[config.mk]
export PLATFORM = sky130hd
export DESIGN_NAME = pipe_stage_buffer
export DESIGN_NICKNAME = d
export VERILOG_FILES = /design/src/rtl/pipe_stage_buffer.sv
export SDC_FILE = /design/constraint.sdc
export NUM_CORES = 1
export LEC_CHECK = 0
export CAP_MARGIN = 20
export CELL_PAD_IN_SITES_DETAIL_PLACEMENT = 1
export CELL_PAD_IN_SITES_GLOBAL_PLACEMENT = 1
export CORE_MARGIN = 10
export CORE_UTILIZATION = 40
export DETAILED_ROUTE_END_ITERATION = 8
export PLACE_DENSITY = 0.86
export SETUP_SLACK_MARGIN = 0.1
export SLEW_MARGIN = 10
export SYNTH_ARGS = -nofsm -noshare
export SYNTH_HDL_FRONTEND = slang
export SYNTH_SLANG_ARGS = --single-unit
[constraint.sdc]
create_clock -name clk -period 10.3 [get_ports clk]
set_clock_uncertainty 0.1 [all_clocks]
set_input_delay 2.575 -clock clk [delete_from_list [all_inputs] [get_ports clk]]
set_output_delay 2.575 -clock clk [all_outputs]
set_load 0.02 [all_outputs]
[src/rtl/pipe_stage_buffer.sv]
// rtl/pipe_stage_buffer.sv - valid/ready pipeline register with 2-entry skid buffer and flush
module pipe_stage_buffer #(
  parameter int CTRL_W     = 8,
  parameter int DATA_W     = 96,
  parameter int CLEAR_DATA = 0,
  parameter int DROP_W     = 8
) (
  input  logic              clk,
  input  logic              rst,
  input  logic              flush,
  input  logic              in_valid,
  output logic              in_ready,
  input  logic [CTRL_W-1:0] in_ctrl,
  input  logic [DATA_W-1:0] in_data,
  output logic              out_valid,
  input  logic              out_ready,
  output logic [CTRL_W-1:0] out_ctrl,
  output logic [DATA_W-1:0] out_data,
  output logic [1:0]        occupancy,
  output logic [DROP_W-1:0] drop_count
);

  // State doubles as the occupancy count: skid is only ever valid behind a valid main entry.
  typedef enum logic [1:0] {
    EMPTY = 2'd0,
    ONE   = 2'd1,
    FULL  = 2'd2
  } state_e;

  localparam int CW = DROP_W + 2;

  state_e            state_q;
  logic [CTRL_W-1:0] main_ctrl_q, skid_ctrl_q;
  logic [DATA_W-1:0] main_data_q, skid_data_q;
  logic [DROP_W-1:0] drop_q, drop_d;

  logic          main_valid, skid_valid, accept, pop;
  logic [1:0]    drop_inc;
  logic [CW-1:0] drop_sum;
  logic [CW-1:0] drop_max;

  // in_ready comes straight from registered state, so there is no path from out_ready.
  assign main_valid = (state_q != EMPTY);
  assign skid_valid = (state_q == FULL);
  assign in_ready   = ~skid_valid;
  assign accept     = in_valid & in_ready;
  assign pop        = main_valid & out_ready;

  assign out_valid  = main_valid;
  assign out_ctrl   = main_valid ? main_ctrl_q : '0;
  assign out_data   = main_data_q;
  assign occupancy  = state_q;
  assign drop_count = drop_q;

  // Saturating count of entries killed by a flush; a popped main entry was delivered, not dropped.
  always_comb begin
    drop_inc = 2'(main_valid & ~pop) + 2'(skid_valid) + 2'(accept);
    drop_sum = {2'b00, drop_q} + CW'(drop_inc);
    drop_max = {2'b00, {DROP_W{1'b1}}};
    drop_d   = drop_q;
    if (flush) begin
      drop_d = (drop_sum > drop_max) ? {DROP_W{1'b1}} : drop_sum[DROP_W-1:0];
    end
  end

  // Occupancy FSM and entry registers; flush overrides any handshake and leaves a bubble.
  always_ff @(posedge clk or posedge rst) begin
    if (rst) begin
      state_q     <= EMPTY;
      main_ctrl_q <= '0;
      main_data_q <= '0;
      skid_ctrl_q <= '0;
      skid_data_q <= '0;
      drop_q      <= '0;
    end else begin
      drop_q <= drop_d;
      if (flush) begin
        state_q     <= EMPTY;
        main_ctrl_q <= '0;
        skid_ctrl_q <= '0;
        if (CLEAR_DATA != 0) begin
          main_data_q <= '0;
          skid_data_q <= '0;
        end
      end else begin
        case (state_q)
          EMPTY: begin
            if (accept) begin
              main_ctrl_q <= in_ctrl;
              main_data_q <= in_data;
              state_q     <= ONE;
            end
          end
          ONE: begin
            if (accept && pop) begin
              main_ctrl_q <= in_ctrl;
              main_data_q <= in_data;
            end else if (accept) begin
              skid_ctrl_q <= in_ctrl;
              skid_data_q <= in_data;
              state_q     <= FULL;
            end else if (pop) begin
              main_ctrl_q <= '0;
              state_q     <= EMPTY;
            end
          end
          FULL: begin
            if (pop) begin
              main_ctrl_q <= skid_ctrl_q;
              main_data_q <= skid_data_q;
              skid_ctrl_q <= '0;
              state_q     <= ONE;
            end
          end
          default: state_q <= EMPTY;
        endcase
      end
    end
  end

endmodule

==> run_results.csv <==
group,metric,value,unit
run_status,status,"completed",
critical_path,critPathTopFamily,"buffers and inverters",
detailed_routing,vias,7203,
timing,fmax,179,MHz
synth,synth-seq-area-share,55.7,%
critical_path,crit_top_cell,"buf_4",
placement,dpl_worst_slack,4.33,ns
grt,grt_util_met2,32.1,%
timing,worstMarginPinSlew,1.01,ns
final_layout,fin_nets,1098,
placement,port-buffer-count,224,
critical_path,critPathRequiredTime,10.61,ns
clocking,clock-sinks,218,
grt,grt_remaining_overflow,0,
critical_path,max_stage_delay,0.87,ns
critical_path,crit_chain,"clkdlybuf4s50_1 > nand2b_1 > o21ai_4 > buf_4 > buf_4 > a21oi_1 > a31oi_1",
critical_path,cp_slowest_cell,"buf_4",
detailed_routing,first_pass_iters,4,
clocking,post_cts_buffers,0,
critical_path,rrSetupSlack,6.16,ns
critical_path,cp_max_fo,97,
final_layout,syn_to_final_growth,32.7,%
worst_hold_path,hold_class,"flip-flop to flip-flop",
clocking,clkTransAtPathRegs,0.06,ns
pwr,peakVddDrop,149,uV
clocking,hold_buffers,0,
placement,hpwlAfterDp,18.5,mm
placement,placed_area,12200,sq um
synth,synth_area,9790,sq um
timing,grt_setup_unrepaired,"no",
detailed_routing,wirelength,29.0,mm
grt,grt_pass1_vias,7917,
clocking,cts_max_level,1,
timing,setup_tns,0,ns
grt,grt_max_degree,98,
detailed_routing,dr.first_iter.drc_count,632,
synth,synth_edf_count,0,
pwr,p_per_area,305,nW/um^2
timing,finalHoldViolCount,0,
detailed_routing,routedWlPerCell,21.9,um
floorplan,fp.dieW,176,um
timing,setup_ws,4.70,ns
detailed_routing,drcViolationCount,0,
final_layout,fin_area,13000,sq um
synth,syn-num-nets,909,
clocking,cts_tree,"built",
floorplan,rows,57,
final_layout,fin_util,53.8,%
grt,antenna_found_initial,2,
pwr,power,3.97,mW
placement,gp_congestion,0.795,
timing,drv_slew,0,
clocking,post_cts_resized,0,
clocking,numCtsBuffers,24,
clocking,clock_latency,0.51,ns
detailed_routing,viasPerCell,5.44,
pwr,p_leak,5.10,nW
floorplan,coreArea,24200,sq um
timing,slew_headroom,32.5,%
timing,finalCritPeriodShare,54.4,%
synth,ys_warn_count,0,
floorplan,start_util,40.5,%
floorplan,die_h,176,um
critical_path,endpoint_kind,"flip-flop",
clocking,clockRootBuffer,"clkbuf_16",
critical_path,cp_data_arrival_time,5.91,ns
grt,grt_use_met1,21.6,%
synth,ys_types,37,
timing,fin_crit,5.60,ns
floorplan,dieArea,31100,sq um
detailed_routing,ant_nets,0,
critical_path,path_class,"input port to flip-flop",
synth,ys_seq_elements,218,
timing,setup_viol,0,
clocking,cts_buffer_depth,3,
grt,top_usage_layer,"met2",
floorplan,io-pin-count,225,
grt,grt_pass1_wl,46.0,mm
synth,synth_flop_cell,"dfrtp_1",
final_layout,drive_above_1_share,10.4,%
critical_path,crit_buf_inv,3,
synth,postSynth.asyncResetShare,100,%
synth,syn_avg_cell_area,12.4,sq um
critical_path,cp-start-kind,"input port",
grt,gr-usage-met3,3.82,%
grt,grtUsageTotal,18.0,%
job,maxCapViolCount,0,
synth,syn_inst,792,
-- cells in the final DEF (no fill, tap or decap), types with 8 or more instances in the layout --
master and n:
nor2b_1 16, clkdlybuf4s50_1 224, a22o_1 8, a31oi_1 97, mux2_2 47, nor2_1 10, buf_4 8, inv_1 11
clkbuf_16 25, dfrtp_1 218, mux2_1 52, o2bb2ai_1 8, mux2i_1 97, a21oi_1 104
-- metal layers --
metal  vias up  part of all wire (%)
met5         -                     0
met3        38                   5.1
met1      3692                    42
li1       3312                     -
met2       161                    51
met4         0                   2.0
-- path summary, 6_finish.rpt --
path / startpoint / end / cells past startpoint
hold reg to reg: main_ctrl_q[1] / main_ctrl_q[1] / 1
min in group asynchronous: rst / out_data[65] / 2
max in group asynchronous: rst / skid_data_q[34] / 3
setup / recovery: in_valid / out_data[18] / 7
setup reg to reg: occupancy[0] / out_data[18] / 8
hold / removal: main_ctrl_q[1] / main_ctrl_q[1] / 1
-- worst register-to-register path, delay by kind of cell (launching register included) --
family	cells	cell delay (ns)
and+or+nand+nor	1	0.46
adders and majority gates	1	0.45
AOI/OAI and AO/OA	3	0.76
DFF	1	0.43
buffers and inverters	3	1.84
-- final cells by class --
type | instances | area [sq um]
sequential | 218 | 5460
timing repair buffer | 233 | 2330
clock inverter | 9 | 97.6
antenna | 2 | 5.00
multi-input combinational | 492 | 3950
inverter | 12 | 52.6
clock buffer | 34 | 709
tap | 324 | 405
fill | 2483 | 11200
-- kinds of logic after synthesis --
kind of cell	count (synthesis)	share of synthesized area, %
AO/OA/AOI/OAI	232	14.2
flip-flops	218	55.7
multiplexers	196	21.3
buffers and inverters	82	4.42
AND/OR/NAND/NOR	55	3.16
adder cells (fa/ha/maj)	8	1.18
XOR/XNOR	1	0.0894
-- state kept, by name, summed over array words and instances, names as in the netlist --
register and cells:
main_ctrl_q 8, drop_count 8, occupancy 2, out_data 96, skid_data_q 96, skid_ctrl_q 8
-- per-stage QoR --
| stage | instances | hold WS (ns) |
|---|---|---|
| 6_report | 1324 | 0.383 |
| 5_1_grt | 1324 | 0.397 |
| 4_1_cts | 1321 | 0.388 |
| 3_5_place_dp | 1278 | 0.370 |
| 3_3_place_gp | 1278 | 0.366 |
| 2_1_floorplan | 792 | 0.349 |
-- cell usage after synthesis (all sizes together), types with 8 or more instances --
cell type	n	area (sq um)
dfrtp	218	5460
a21oi	104	521
mux2	99	1110
a31oi	97	607
mux2i	97	971
buf	54	328
clkbuf	16	60.1
nor2b	16	100
inv	12	45.0
nor2	10	37.5
a22o	8	70.1
o2bb2ai	8	70.1
-- where the power goes --
group / total (mW) / internal (mW) / switching (mW)
clock network: 0.877 / 0.528 / 0.348
logic: 1.60 / 0.731 / 0.864
registers: 1.50 / 1.26 / 0.244
total: 3.97 / 2.51 / 1.46
No activity file was read; power rests on OpenSTA's default activity.
==> RTL change (config.mk and constraints unchanged) <==
Change the parameter `DATA_W` from 96 to 48.
--- a/src/rtl/pipe_stage_buffer.sv
+++ b/src/rtl/pipe_stage_buffer.sv
@@ -2,5 +2,5 @@
 module pipe_stage_buffer #(
   parameter int CTRL_W     = 8,
-  parameter int DATA_W     = 96,
+  parameter int DATA_W     = 48,
   parameter int CLEAR_DATA = 0,
   parameter int DROP_W     = 8
Ports: changed (resized in_data and out_data); port bits go from 225 to 129. The function was not compared with the original's and may differ.
==> RTL change against the original RTL <==
Design area is 41% lower; utilization increased by 1.7 points; area after synthesis decreased by 42%; setup slack improved by 0.50 ns; wire length fell by 46%; fmax increased by 9.8%; sequential cell count decreased by 96; power decreased by 49%; largest cell class unchanged; largest power group is now sequential cells; highest routed layer unchanged.
==> RTL change: results (changes against the original RTL) <==
outcome complete, no violations; routed len/inst 21.1 um (-3.7%); most frequent cells after synthesis mux2_2 (126), dfrtp_1 (122), mux2_4 (20), inv_1 (16), nor2b_1 (12); R2R setup slack 6.39 ns (+0.23 ns); post-synth top area share 0.534 (-0.0232); Post-DP Area 7150 um^2 (-41%); sequential fraction of the synthesis area 0.534 (-0.0232); delay of the slowest critical-path stage 0.48 ns (-0.39 ns); H-tree depth 4 (+3); multi-input gates 254 (-48%); family with the most delay on the worst path adder cells; area occupied by multi-input gates 2490 um^2 (-37%); antenna violations before repair 0 (-2); pin count of the biggest net entering global routing 84 (-14%); pre-CTS setup slack 4.75 ns (+0.423 ns); Inverters 16 (+4); min Tclk post-route 5.10 ns (-0.497 ns); Mapped Nets 483 (-47%); # rows 43 (-25%); Worst Setup SP out_ready; Antenna diodes 0 (-2); Mean Syn Cell Area 13.8 um^2 (+12%); non-clk buf share 0.174 (-0.00504); worst endpoint data arrival time 5.33 ns (-0.58 ns); Final Util 0.555 (+0.0170); global-route wire length before repair 24800 um (-46%); critical hold path startpoint main_ctrl_q[4]; via/cell ratio 5.19 (-4.7%); clk_lat worst skew 0.42 ns (-0.09 ns); Yosys cell types 40 (+8.1%); Placed Cells 705 (-45%); clock buffer count 17 (-50%); register bit total from synthesis 122 (-44%); leakage power 3.21 nW (-37%); worst vdd ir 0.128 mV (-14%)
-- RTL change: power by group through the flow --
stage	registers (W)	clock network (W)	logic [W]
2_1_floorplan	0.000864	0	0.000297
3_3_place_gp	0.000773	0	0.000660
3_5_place_dp	0.000790	0	0.000690
4_1_cts	0.000791	0.000569	0.000695
5_1_grt	0.000815	0.000596	0.000731
6_report	0.000789	0.000557	0.000683
-- RTL change: logic make-up after synthesis --
| kind of cell | after synthesis | share of synthesized area |
|---|---|---|
| DFF | 122 | 0.534 |
| AOI/OAI and AO/OA | 47 | 0.0588 |
| adders and majority gates | 8 | 0.0201 |
| and+or+nand+nor | 51 | 0.0503 |
| buffers and inverters | 38 | 0.0328 |
| muxes | 148 | 0.304 |
-- RTL change: routing by layer --
layer / vias up / part of all wire / track usage
li1: 1752 / - / -
met1: 1955 / 0.41 / 0.186
met2: 97 / 0.50 / 0.259
met3: 23 / 0.069 / 0.0670
met4: 0 / 0.018 / 0.0571
met5: - / 0 / 0
